### config.mk
export PLATFORM = sky130hd
export DESIGN_NAME = bcd_down_counter_flat
export DESIGN_NICKNAME = d
export VERILOG_FILES = /design/src/rtl/bcd_pkg.sv /design/src/rtl/bcd_down_counter_if.sv /design/src/rtl/bcd_down_digit.sv /design/src/rtl/bcd_down_counter.sv /design/src/flat_wrapper.sv
export SDC_FILE = /design/constraint.sdc
export NUM_CORES = 1
export LEC_CHECK = 0
export BUFFER_PORTS_ARGS = -buffer_cell sky130_fd_sc_hd__buf_4
export CORE_ASPECT_RATIO = 1.75
export CORE_MARGIN = 2
export CORE_UTILIZATION = 54
export DETAILED_ROUTE_END_ITERATION = 8
export GPL_TIMING_DRIVEN = 0
export MAX_ROUTING_LAYER = met4
export PLACE_DENSITY = 0.79
export SLEW_MARGIN = 20
export SYNTH_ARGS = -nofsm -noshare
export SYNTH_HDL_FRONTEND = slang
export SYNTH_HIERARCHICAL = 1
export SYNTH_SLANG_ARGS = --single-unit
### constraint.sdc
create_clock -name Clk -period 5.2 [get_ports Clk]
set_clock_uncertainty 0.15 [all_clocks]
set_input_delay 1.56 -clock Clk [delete_from_list [all_inputs] [get_ports Clk]]
set_output_delay 1.56 -clock Clk [all_outputs]
set_load 0.05 [all_outputs]
### src/rtl/bcd_pkg.sv
// Shared BCD constants, the underflow/load action encoding and the nibble clamp helper.
package bcd_pkg;

    localparam int unsigned BCD_W    = 4;
    localparam logic [3:0]  BCD_MAX  = 4'd9;
    localparam logic [3:0]  BCD_ZERO = 4'd0;

    // What the counter does at the coming edge, in priority order.
    typedef enum logic [2:0] {
        ACT_HOLD,
        ACT_LOAD,
        ACT_DEC,
        ACT_RELOAD,
        ACT_WRAP
    } bcd_act_e;

    function automatic logic [BCD_W-1:0] bcd_clamp(input logic [BCD_W-1:0] nibble);
        return (nibble > BCD_MAX) ? BCD_MAX : nibble;
    endfunction

    function automatic logic bcd_invalid(input logic [BCD_W-1:0] nibble);
        return nibble > BCD_MAX;
    endfunction

endpackage

### src/rtl/bcd_down_counter_if.sv
// Control inputs and registered status outputs of the BCD down-counter.
interface bcd_down_counter_if #(
    parameter int unsigned DIGITS = 4
);
    logic                  Load;
    logic [4*DIGITS-1:0]   Load_val;
    logic                  Bin;
    logic                  Auto_reload;
    logic [4*DIGITS-1:0]   q;
    logic                  Bout;
    logic                  Zero;
    logic                  Load_err;

    modport master (
        output Load, Load_val, Bin, Auto_reload,
        input  q, Bout, Zero, Load_err
    );

    modport slave (
        input  Load, Load_val, Bin, Auto_reload,
        output q, Bout, Zero, Load_err
    );
endinterface

### src/rtl/bcd_down_digit.sv
// One BCD digit of the down-counter: load, decrement with 0 -> 9 wrap, combinational borrow-out.
module bcd_down_digit
    import bcd_pkg::*;
(
    input  logic             clk_i,
    input  logic             rst_ni,
    input  logic             load_i,
    input  logic [BCD_W-1:0] load_val_i,
    input  logic             bin_i,
    output logic [BCD_W-1:0] digit_o,
    output logic [BCD_W-1:0] digit_d_o,
    output logic             bout_o
);

    logic [BCD_W-1:0] digit_q;
    logic [BCD_W-1:0] digit_d;

    always_comb begin
        digit_d = digit_q;
        if (load_i) begin
            digit_d = load_val_i;
        end else if (bin_i) begin
            digit_d = (digit_q == BCD_ZERO) ? BCD_MAX : digit_q - 4'd1;
        end
    end

    always_ff @(posedge clk_i or negedge rst_ni) begin
        if (!rst_ni) begin
            digit_q <= BCD_ZERO;
        end else begin
            digit_q <= digit_d;
        end
    end

    assign digit_o   = digit_q;
    assign digit_d_o = digit_d;
    assign bout_o    = bin_i && (digit_q == BCD_ZERO);

endmodule

### src/rtl/bcd_down_counter.sv
// Multi-digit BCD down-counter: parallel load with clamp, borrow chain, wrap or auto-reload on underflow.
module bcd_down_counter
    import bcd_pkg::*;
#(
    parameter int unsigned DIGITS = 4
) (
    input  logic                Clk,
    input  logic                Rst_n,
    bcd_down_counter_if.slave   bus
);

    localparam int unsigned W = BCD_W * DIGITS;

    logic [W-1:0]    q_cur;
    logic [W-1:0]    q_next;
    logic [DIGITS:0] borrow;

    logic [W-1:0]    load_clamped;
    logic            load_bad;
    logic            dec_en;
    logic            underflow;
    bcd_act_e        act;

    logic            digit_load;
    logic [W-1:0]    digit_load_val;

    logic [W-1:0]    reload_q;
    logic [W-1:0]    reload_d;
    logic            bout_q;
    logic            bout_d;
    logic            zero_q;
    logic            zero_d;
    logic            load_err_q;
    logic            load_err_d;

    always_comb begin
        load_clamped = '0;
        load_bad     = 1'b0;
        for (int unsigned i = 0; i < DIGITS; i++) begin
            load_clamped[i*BCD_W +: BCD_W] = bcd_clamp(bus.Load_val[i*BCD_W +: BCD_W]);
            load_bad = load_bad | bcd_invalid(bus.Load_val[i*BCD_W +: BCD_W]);
        end
    end

    // Load outranks Bin, so the borrow chain only runs when no load is pending.
    assign dec_en    = bus.Bin && !bus.Load;
    assign borrow[0] = dec_en;
    assign underflow = borrow[DIGITS];

    always_comb begin
        act = ACT_HOLD;
        if (bus.Load) begin
            act = ACT_LOAD;
        end else if (dec_en) begin
            if (!underflow) begin
                act = ACT_DEC;
            end else if (bus.Auto_reload) begin
                act = ACT_RELOAD;
            end else begin
                act = ACT_WRAP;
            end
        end
    end

    // Wrap needs no load: every digit sees a borrow at 0 and turns to 9 on its own.
    always_comb begin
        digit_load     = 1'b0;
        digit_load_val = load_clamped;
        unique case (act)
            ACT_LOAD: begin
                digit_load     = 1'b1;
                digit_load_val = load_clamped;
            end
            ACT_RELOAD: begin
                digit_load     = 1'b1;
                digit_load_val = reload_q;
            end
            default: begin
                digit_load     = 1'b0;
                digit_load_val = load_clamped;
            end
        endcase
    end

    for (genvar g = 0; g < DIGITS; g++) begin : g_digit
        bcd_down_digit u_digit (
            .clk_i      (Clk),
            .rst_ni     (Rst_n),
            .load_i     (digit_load),
            .load_val_i (digit_load_val[g*BCD_W +: BCD_W]),
            .bin_i      (borrow[g]),
            .digit_o    (q_cur[g*BCD_W +: BCD_W]),
            .digit_d_o  (q_next[g*BCD_W +: BCD_W]),
            .bout_o     (borrow[g+1])
        );
    end

    always_comb begin
        reload_d   = (act == ACT_LOAD) ? load_clamped : reload_q;
        bout_d     = (act == ACT_RELOAD) || (act == ACT_WRAP);
        load_err_d = (act == ACT_LOAD) && load_bad;
        zero_d     = (q_next == '0);
    end

    always_ff @(posedge Clk or negedge Rst_n) begin
        if (!Rst_n) begin
            reload_q   <= '0;
            bout_q     <= 1'b0;
            zero_q     <= 1'b1;
            load_err_q <= 1'b0;
        end else begin
            reload_q   <= reload_d;
            bout_q     <= bout_d;
            zero_q     <= zero_d;
            load_err_q <= load_err_d;
        end
    end

    assign bus.q        = q_cur;
    assign bus.Bout     = bout_q;
    assign bus.Zero     = zero_q;
    assign bus.Load_err = load_err_q;

endmodule

### src/flat_wrapper.sv
// flat-port wrapper written by rule: the top's interface ports become plain ports
module bcd_down_counter_flat import bcd_pkg::*;
#(
    parameter int unsigned DIGITS = 4
)
  (Clk, Rst_n, bus_Load, bus_Load_val, bus_Bin, bus_Auto_reload, bus_q, bus_Bout, bus_Zero, bus_Load_err);
  bcd_down_counter_if #(.DIGITS(DIGITS)) bus_i ();
  input  logic Clk;
  input  logic Rst_n;
  input wire logic [$bits(bus_i.Load)-1:0] bus_Load;
  input wire logic [$bits(bus_i.Load_val)-1:0] bus_Load_val;
  input wire logic [$bits(bus_i.Bin)-1:0] bus_Bin;
  input wire logic [$bits(bus_i.Auto_reload)-1:0] bus_Auto_reload;
  output wire logic [$bits(bus_i.q)-1:0] bus_q;
  output wire logic [$bits(bus_i.Bout)-1:0] bus_Bout;
  output wire logic [$bits(bus_i.Zero)-1:0] bus_Zero;
  output wire logic [$bits(bus_i.Load_err)-1:0] bus_Load_err;
  assign bus_i.Load = bus_Load;
  assign bus_i.Load_val = bus_Load_val;
  assign bus_i.Bin = bus_Bin;
  assign bus_i.Auto_reload = bus_Auto_reload;
  assign bus_q = bus_i.q;
  assign bus_Bout = bus_i.Bout;
  assign bus_Zero = bus_i.Zero;
  assign bus_Load_err = bus_i.Load_err;
  bcd_down_counter #(.DIGITS(DIGITS)) u_core (.Clk(Clk), .Rst_n(Rst_n), .bus(bus_i));
endmodule
==> reports/qor.csv, run 1 <==
metric,value,unit
status,"complete, no violations",
worst slew pin tran,0.4585,ns
layout filler cell count,294,
DRT iter0 DRCs,42,
number of antenna violations at the first check in global routing,0,
post-synth top area cell,dfrtp_1,
Starting Density,0.5535,
Row Count,29,
post-synth top area share,0.4323,
worst endpoint required time,5.27,ns
Synth Area per Inst,9.601,µm²
P_leak,0.001101,µW
fin crit share,0.9519,
Setup WS pre-CTS,-0.7366,ns
Synthesized Nets,226,
root buffer cell,clkbuf_8,
ant diodes,0,
Clock Pin Slew Worst Setup and Hold Paths,0.06,ns
share of cells above drive strength 1,0.3640,
worst reg-to-reg setup slack,1.34,ns
Post-DP HPWL,3232,µm
number of global-route vias before repair,1631,
"FFs w/ async S/R, synth",1.000,
Die Footprint,4163,µm²
worst setup margin,0.2502,ns
num ports,40,
htree depth,2,
Buffers on Ports,39,
Crit. End Element,flop,
most frequent cells in the layout,"50 x buf_4, 34 x nand2_1, 34 x dfrtp_1, 16 x a21oi_1, 16 x o21ai_0",
count of different cell masters after synthesis,28,
kind of critical path,input pin to flop,
class of the worst hold path,flop to flop,
total gr overflow,0,
"most common cell after layout, fill and taps aside",buf_4,
post-route ant nets,0,
finished layout cell area,2587,µm²
RD Place Congestion,0.8294,
ys flop type,dfrtp_1,
critical path peak fanout,10,
synthesis-stage register bit count,35,
Worst slew margin,0.6911,
Syn Std Cell Area,1968,µm²
WL per Instance,14.01,µm
Clk pwr share,0.303,
# DRC,0,
area growth from synthesis to final layout,31.47,%
clk buf depth,2,
total wire length,4300,µm
Slew Limit Fails,0,
Power per Cell Area,269.2,nW/µm²
total net switching power,216.3,µW
Max-Cap Viols,0,
Post-synth EDFFs,0,
RSZ-0062 raised after global routing,no,
Num CTS Buffers,5,
Comb pwr share,0.234,
Hold Fails Final Rpt,0,
VDD IR max,245.3,µV
CTS tree,built,
Vias/cell,5.391,
largest net degree at the start of global routing,36,
Synth area leaders,"dfrtp_1 43%, nand2_1 6.7%, nor4b_4 4.8%",
Die Y,83.87,µm
yosys warns,6,
placed cell areas,2376,µm²
hold buffers post-CTS,0,
die width,49.64,µm
total global-route track usage,0.2338,
Setup-failing EPs final,0,
register area share after synthesis,0.4456,
Core Footprint,3556,µm²
clock latency on the worst-skew pair,0.28,ns
Worst EP arrival,5.02,ns
Pint,480.3,µW
Tmin final,4.950,ns
post-layout util,0.7277,
First-pass DRT Iterations,4,
hold slack,0.3372,ns
Synth Instances,205,
Total Power,696.6,µW
Max Clk Rate,202.0,MHz
critical path launch point type,input pin,
first-pass GRT wire length,7210,µm
share of power burned in registers,0.463,
switching portion of total power,0.3105,
Sink Count,35,
Post-layout nets,281,
total number of vias,1655,
flip-flops by register name (all words and copies together) (netlist names):
signal and flops:
u_core/bus.Bout 1, u_core/g_digit.u_digit/digit_o 16, u_core/reload_q 16, u_core/bus.Zero 1, u_core/bus.Load_err 1
stage by stage:
step / instances / TNS, ns
floorplan: 205 / 0
global placement: 290 / -2.218
detailed placement: 290 / -2.083
finish: 307 / 0
global route: 307 / 0
CTS: 303 / 0
worst max-delay path, cell delays in order:
cell	delay, ns
buf_4	0.14
nor2b_4	0.16
nor4b_4	0.22
nor2b_4	0.19
nor4b_4	0.23
nor2b_4	0.20
nor4b_4	0.21
nor2b_4	0.20
nor4b_4	0.22
nor2b_4	0.25
nand4b_4	0.14
buf_4	0.20
nand2_2	0.12
buf_4	0.16
nor2b_1	0.05
a221o_1	0.36
nor4_4	0.18
and4_1	0.22
synth_stat cells (2+ instances only):
cell type and n:
xnor2_1 8, nand2b_1 12, dfrtp_1 34, clkbuf_1 4
o21ai_2 8, nor4b_4 4, o21a_1 4, nor3b_1 8
o21ai_1 4, a21oi_1 16, buf_2 2, nand2_1 35
nor2_1 13, mux2_2 4, nor4_1 5, nand2_2 2
nor2b_1 13, a221o_1 4, o21ai_0 16
cell type report:
type | instances | area (µm²) | share of cell area
Clock buffer | 8 | 100.1 | 0.03868
Inverter | 1 | 3.754 | 0.001451
Tap cell | 46 | 57.56 | 0.02224
Buffer | 9 | 91.34 | 0.03530
Sequential cell | 35 | 877.1 | 0.3390
Multi-Input combinational cell | 160 | 1097 | 0.4241
Timing Repair Buffer | 48 | 360.3 | 0.1393
power by group through the flow:
stage / Sequential, µW / Clock, µW / Combinational (µW)
final: 323 / 211 / 163
after CTS: 323 / 214 / 160
after global placement: 326 / 0 / 154
after floorplan: 369 / 0 / 56.3
after global routing: 326 / 227 / 175
after detailed placement: 328 / 0 / 155
path summary, 6_finish.rpt:
check,from,end,cells past startpoint
worst max-delay path,bus_Load,u_core/bus.Zero,18
worst min-delay path,u_core/reload_q[14],u_core/reload_q[14],2
worst max register to register,u_core/g_digit[0].u_digit/digit_o[2],u_core/bus.Zero,16
worst min register to register,u_core/reload_q[14],u_core/reload_q[14],2
max in group asynchronous,Rst_n,u_core/bus.Zero,1
min in group asynchronous,Rst_n,u_core/bus.Load_err,1
cell families after synthesis:
kind of cell	after synthesis	synth area share
mux	4	0.02288
simple gates	96	0.2988
flops	35	0.4456
xor+xnor	8	0.03560
compound gates	52	0.1628
buf+inv	10	0.03433
timing repair:
item	CTS	global route
endpoints found under the hold margin	0	0
resized for setup	4	7
setup endpoints to repair	2	1
pin swaps	0	2
cloned	0	0
buffers inserted	5	4
per-layer routing:
layer,track usage,routed length [µm],vias up
met5,-,0,-
met4,0.1111,109,0
met3,0.03943,133,7
met2,0.4121,2373,38
met1,0.2455,1683,791
li1,-,-,819
Note: power is estimated with default switching activity, not from simulation.
==> run 2: changes to the inputs <==
- CORE_MARGIN: 2 -> default
- CORE_UTILIZATION: 54 -> 45
- CTS_BUF_LIST: default -> sky130_fd_sc_hd__clkbuf_16
- PLACE_DENSITY: 0.79 -> 0.67
==> reports/qor.csv, run 2 (synthesis results as in run 1) <==
metric,value,unit,change
status,"complete, no violations",,
finished layout cell area,2779,µm²,+7.4%
area growth from synthesis to final layout,41.20,%,
Num CTS Buffers,5,,unchanged
Sink Count,35,,unchanged
total wire length,4935,µm,+15%
die width,51.99,µm,+4.7%
WL per Instance,15.42,µm,+10%
number of global-route vias before repair,1624,,-0.43%
Clock Pin Slew Worst Setup and Hold Paths,0.05,ns,about the same
total global-route track usage,0.2423,,+0.008517
kind of critical path,input pin to flop,,
Setup TNS Final,0,ns,unchanged
First-pass DRT Iterations,4,,unchanged
CTS tree,built,,
Worst path most repeated cell,nor2b_4,,
Die Footprint,4652,µm²,+12%
first-pass GRT wire length,7797,µm,+8.1%
placed cell areas,2380,µm²,+0.16%
"Slowest-stage cell, CP",a221o_1,,
Max-Cap Viols,0,,unchanged
largest net degree at the start of global routing,36,,unchanged
Post-layout nets,291,,+3.6%
class of the worst hold path,flop to flop,,
hold buffers post-CTS,0,,unchanged
post-layout util,0.6696,,-0.05808
worst slew pin tran,0.4499,ns,-0.008575 ns
critical path launch point type,input pin,,
worst endpoint required time,5.27,ns,about the same
Setup-failing EPs final,0,,unchanged
critical path peak fanout,5,,-5
Total Power,823.7,µW,+18%
RSZ-0062 raised after global routing,yes,,
fin crit share,0.9567,,+0.004846
Tmin final,4.975,ns,+0.02520 ns
Max Clk Rate,201.0,MHz,-0.51%
DRT iter0 DRCs,40,,-4.8%
worst path cell trace,buf_12 -> nor2b_4 -> nor4b_4 -> nor2b_4 -> nor4b_4 -> nor2b_4 -> nor4b_4 -> nor2b_4 -> nor4b_4 -> nor2b_4 -> buf_6 -> and4b_4 -> buf_12 -> o21ai_2 -> a221o_1 -> nor4_2 -> and4_1,,
Post-DP HPWL,3432,µm,+6.2%
Starting Density,0.4742,,-0.07926
Vias/cell,5.369,,-0.41%
"most common cell after layout, fill and taps aside",buf_4,,
clk buf depth,2,,unchanged
P_leak,0.001197,µW,+8.7%
total number of vias,1718,,+3.8%
root buffer cell,clkbuf_16,,
clock latency on the worst-skew pair,0.28,ns,about the same
CP peak stage delay,0.37,ns,about the same
Die Y,89.49,µm,+6.7%
Core Footprint,4150,µm²,+17%
Crit. End Element,flop,,
ant diodes,0,,unchanged
total gr overflow,0,,unchanged
post-route ant nets,0,,unchanged
Worst EP arrival,5.04,ns,+0.02 ns
Slew Limit Fails,0,,unchanged
# DRC,0,,unchanged
Buffers on Ports,39,,unchanged
number of antenna violations at the first check in global routing,0,,unchanged
RD Place Congestion,0.7847,,-5.4%
Power per Cell Area,296.4,nW/µm²,+10%
Row Count,31,,+6.9%
most frequent cells in the layout,"54 x buf_4, 34 x nand2_1, 34 x dfrtp_1, 16 x a21oi_1, 16 x o21ai_0",,
VDD IR max,241.9,µV,-1.4%
htree depth,2,,unchanged
share of cells above drive strength 1,0.3838,,+0.01978
num ports,40,,unchanged
Hold Fails Final Rpt,0,,unchanged
Worst slew margin,0.7001,,+0.008946
==> run 2: path summary, 6_finish.rpt <==
kind                       slack [ns]  cells after the start                                 start                                   end
setup / recovery                 0.22                     17                              bus_Load                       u_core/bus.Zero
hold / removal                   0.34                      2                   u_core/reload_q[10]                   u_core/reload_q[10]
setup reg to reg                 1.27                     15  u_core/g_digit[0].u_digit/digit_o[2]                       u_core/bus.Zero
hold reg to reg                  0.34                      2                   u_core/reload_q[10]                   u_core/reload_q[10]
max in group asynchronous        3.49                      1                                 Rst_n                       u_core/bus.Zero
min in group asynchronous        1.08                      1                                 Rst_n  u_core/g_digit[1].u_digit/digit_o[0]
==> run 2: final cells by class <==
type | count | area [µm²]
Buffer | 9 | 100.1
Clock buffer | 5 | 125.1
Clock inverter | 3 | 38.79
Fill cell | 355 | 1371
Inverter | 1 | 3.754
Multi-Input combinational cell | 160 | 1096
Sequential cell | 35 | 877.1
Tap cell | 49 | 61.31
Timing Repair Buffer | 58 | 476.7
==> run 2: routing by layer <==
| layer | track usage | wire, µm | share of wire |
|---|---|---|---|
| met5 | - | 0 | 0 |
| met2 | 0.4406 | 2802 | 0.57 |
| met3 | 0.04082 | 204 | 0.041 |
| met1 | 0.2572 | 1830 | 0.37 |
| met4 | 0.08108 | 98 | 0.020 |
==> run 2: report_power, final <==
group,switching (µW),internal (µW)
clock network,110,223
registers,26.8,296
logic,101,67.1
==> run 2: repair_timing <==
action | in CTS | in global routing
buffers inserted | 7 | 11
endpoints found under the hold margin | 0 | 0
cloned | 0 | 1
gates resized for setup | 4 | 15
pin swaps | 0 | 6
endpoints found under the setup margin | 2 | 1
==> run 2: through the flow <==
stage | setup WS [ns] | hold WS (ns) | std cells
after floorplan | 0.001954 | 0.3029 | 205
after global placement | -0.7945 | 0.3159 | 293
after detailed placement | -0.7422 | 0.3272 | 293
after CTS | 0.04223 | 0.3408 | 308
after global routing | -0.02659 | 0.3539 | 320
final | 0.2250 | 0.3380 | 320
==> run 2: critical path, delay by kind of cell <==
kind	cells	cell delay, ns
compound gates	2	0.42
buf+inv	3	0.35
simple gates	12	2.69
==> run 3: changes to the inputs <==
- CORE_ASPECT_RATIO: 1.75 -> 1.2
- REMOVE_ABC_BUFFERS: default -> 1
==> reports/qor.csv, run 3 (synthesis results as in run 1) <==
metric,value,unit,change
status,"complete, no violations",,
Hold Fails Final Rpt,0,,unchanged
post-layout util,0.6154,,-0.05420
Buffers on Ports,39,,unchanged
first-pass GRT wire length,7410,µm,-5.0%
RD Place Congestion,0.7371,,-6.1%
finished layout cell area,2603,µm²,-6.3%
htree depth,2,,unchanged
Worst slew margin,0.5207,,-0.1794
Sink Count,35,,unchanged
Worst path most repeated cell,nor2b_4,,
worst endpoint required time,5.27,ns,about the same
Post-layout nets,280,,-3.8%
num ports,40,,unchanged
class of the worst hold path,flop to flop,,
Setup-failing EPs final,0,,unchanged
"most common cell after layout, fill and taps aside",buf_4,,
Starting Density,0.4654,,-0.008839
WL per Instance,14.04,µm,-9.0%
total global-route track usage,0.2183,,-0.02403
"Slowest-stage cell, CP",a221o_1,,
Worst Min Path Start,u_core/reload_q[6],,
Row Count,26,,-16%
CTS tree,built,,
kind of critical path,input pin to flop,,
P_leak,0.001122,µW,-6.3%
Tmin final,4.996,ns,+0.02144 ns
Vias/cell,5.171,,-3.7%
First-pass DRT Iterations,5,,+1
layout filler cell count,391,,+10%
r2r startpoint,u_core/g_digit[0].u_digit/digit_o[2],,
VDD IR max,229.5,µV,-5.1%
Clock Pin Slew Worst Setup and Hold Paths,0.05,ns,about the same
number of global-route vias before repair,1545,,-4.9%
Die Footprint,4643,µm²,-0.20%
ant diodes,0,,unchanged
total wire length,4437,µm,-10%
Worst EP arrival,5.06,ns,+0.02 ns
Worst setup startpoint,bus_Bin,,
share of cells above drive strength 1,0.3423,,-0.04146
# DRC,0,,unchanged
Die Y,74.45,µm,-17%
Max Clk Rate,200.1,MHz,-0.43%
post-route ant nets,0,,unchanged
clk buf depth,2,,unchanged
Core Footprint,4229,µm²,+1.9%
Post-DP HPWL,2807,µm,-18%
critical path launch point type,input pin,,
total gr overflow,0,,unchanged
number of antenna violations at the first check in global routing,0,,unchanged
Crit. End Element,flop,,
fin crit share,0.9609,,+0.004123
DRT iter0 DRCs,124,,+210%
worst slew pin tran,0.7182,ns,+0.2684 ns
Slew Limit Fails,0,,unchanged
die width,62.37,µm,+20%
critical path peak fanout,6,,+1
most frequent cells in the layout,"53 x buf_4, 34 x nand2_1, 34 x dfrtp_1, 16 x a21oi_1, 16 x o21ai_0",,
Num CTS Buffers,5,,unchanged
Power per Cell Area,290.3,nW/µm²,-2.1%
clock latency on the worst-skew pair,0.28,ns,about the same
Max-Cap Viols,0,,unchanged
CP peak stage delay,0.34,ns,-0.03 ns
largest net degree at the start of global routing,36,,unchanged
total number of vias,1634,,-4.9%
root buffer cell,clkbuf_16,,
worst path cell trace,buf_4 -> nor2b_4 -> nor4b_4 -> nor2b_4 -> nor4b_4 -> nor2b_4 -> nor4b_4 -> nor2b_4 -> nor4b_4 -> nor2b_4 -> and4b_4 -> buf_4 -> o21ai_2 -> a221o_1 -> nor4_1 -> and4_1,,
area growth from synthesis to final layout,32.23,%,
placed cell areas,2267,µm²,-4.7%
-- run 3: worst paths after layout --
kind                                  endpoint  slack [ns]  depth (start not counted)
setup / recovery               u_core/bus.Zero        0.20                         16
hold / removal              u_core/reload_q[6]        0.33                          2
setup reg to reg               u_core/bus.Zero        1.32                         14
hold reg to reg             u_core/reload_q[6]        0.33                          2
max in group asynchronous      u_core/bus.Zero        3.47                          1
min in group asynchronous  u_core/bus.Load_err        1.07                          1
-- run 3: layer usage --
layer	share of wire	vias to the layer above	track usage	routed length [µm]
li1	-	822	-	-
met1	0.49	767	0.2920	2179
met2	0.46	41	0.3321	2051
met3	0.038	4	0.05215	170
met4	0.0081	0	0.06202	36
met5	0	-	-	0
-- run 3: worst max-delay path, delay by kind of cell --
family	cells	cell delay [ns]
compound gates	2	0.40
buf+inv	2	0.28
simple gates	12	2.81
-- run 3: stage by stage --
stage / worst slack (ns) / instances / hold slack [ns] / total power [µW] / TNS (ns)
2_1_floorplan: -0.7275 / 196 / 0.3029 / 418.7 / -4.023
3_3_place_gp: -1.962 / 291 / 0.3153 / 474.3 / -23.53
3_5_place_dp: -2.003 / 291 / 0.3235 / 475.9 / -23.85
4_1_cts: 0.05532 / 308 / 0.3371 / 758.3 / 0
5_1_grt: -0.03832 / 316 / 0.3568 / 789.7 / -0.03832
6_report: 0.2035 / 316 / 0.3344 / 755.5 / 0
-- run 3: final cells by class --
type	instances	area (µm²)	area share
sequential	35	877.1	0.3370
clock inverter	3	11.26	0.004327
clock buffer	5	125.1	0.04808
tap	56	70.07	0.02692
inverter	1	3.754	0.001442
multi-input combinational	162	1106	0.4250
timing repair buffer	54	409.1	0.1572
-- run 3: where the power goes --
part	switching, µW	total [µW]	internal, µW
logic	96.6	158	61.0
clock network	103	275	172
registers	26.9	323	296
-- run 3: repair_timing --
action / in CTS / in global routing
setup buffers: 7 / 9
hold buffers: 0 / 0
pin swaps: 3 / 4
setup endpoints to repair: 17 / 1
cloned: 2 / 0
gates resized for setup: 13 / 2
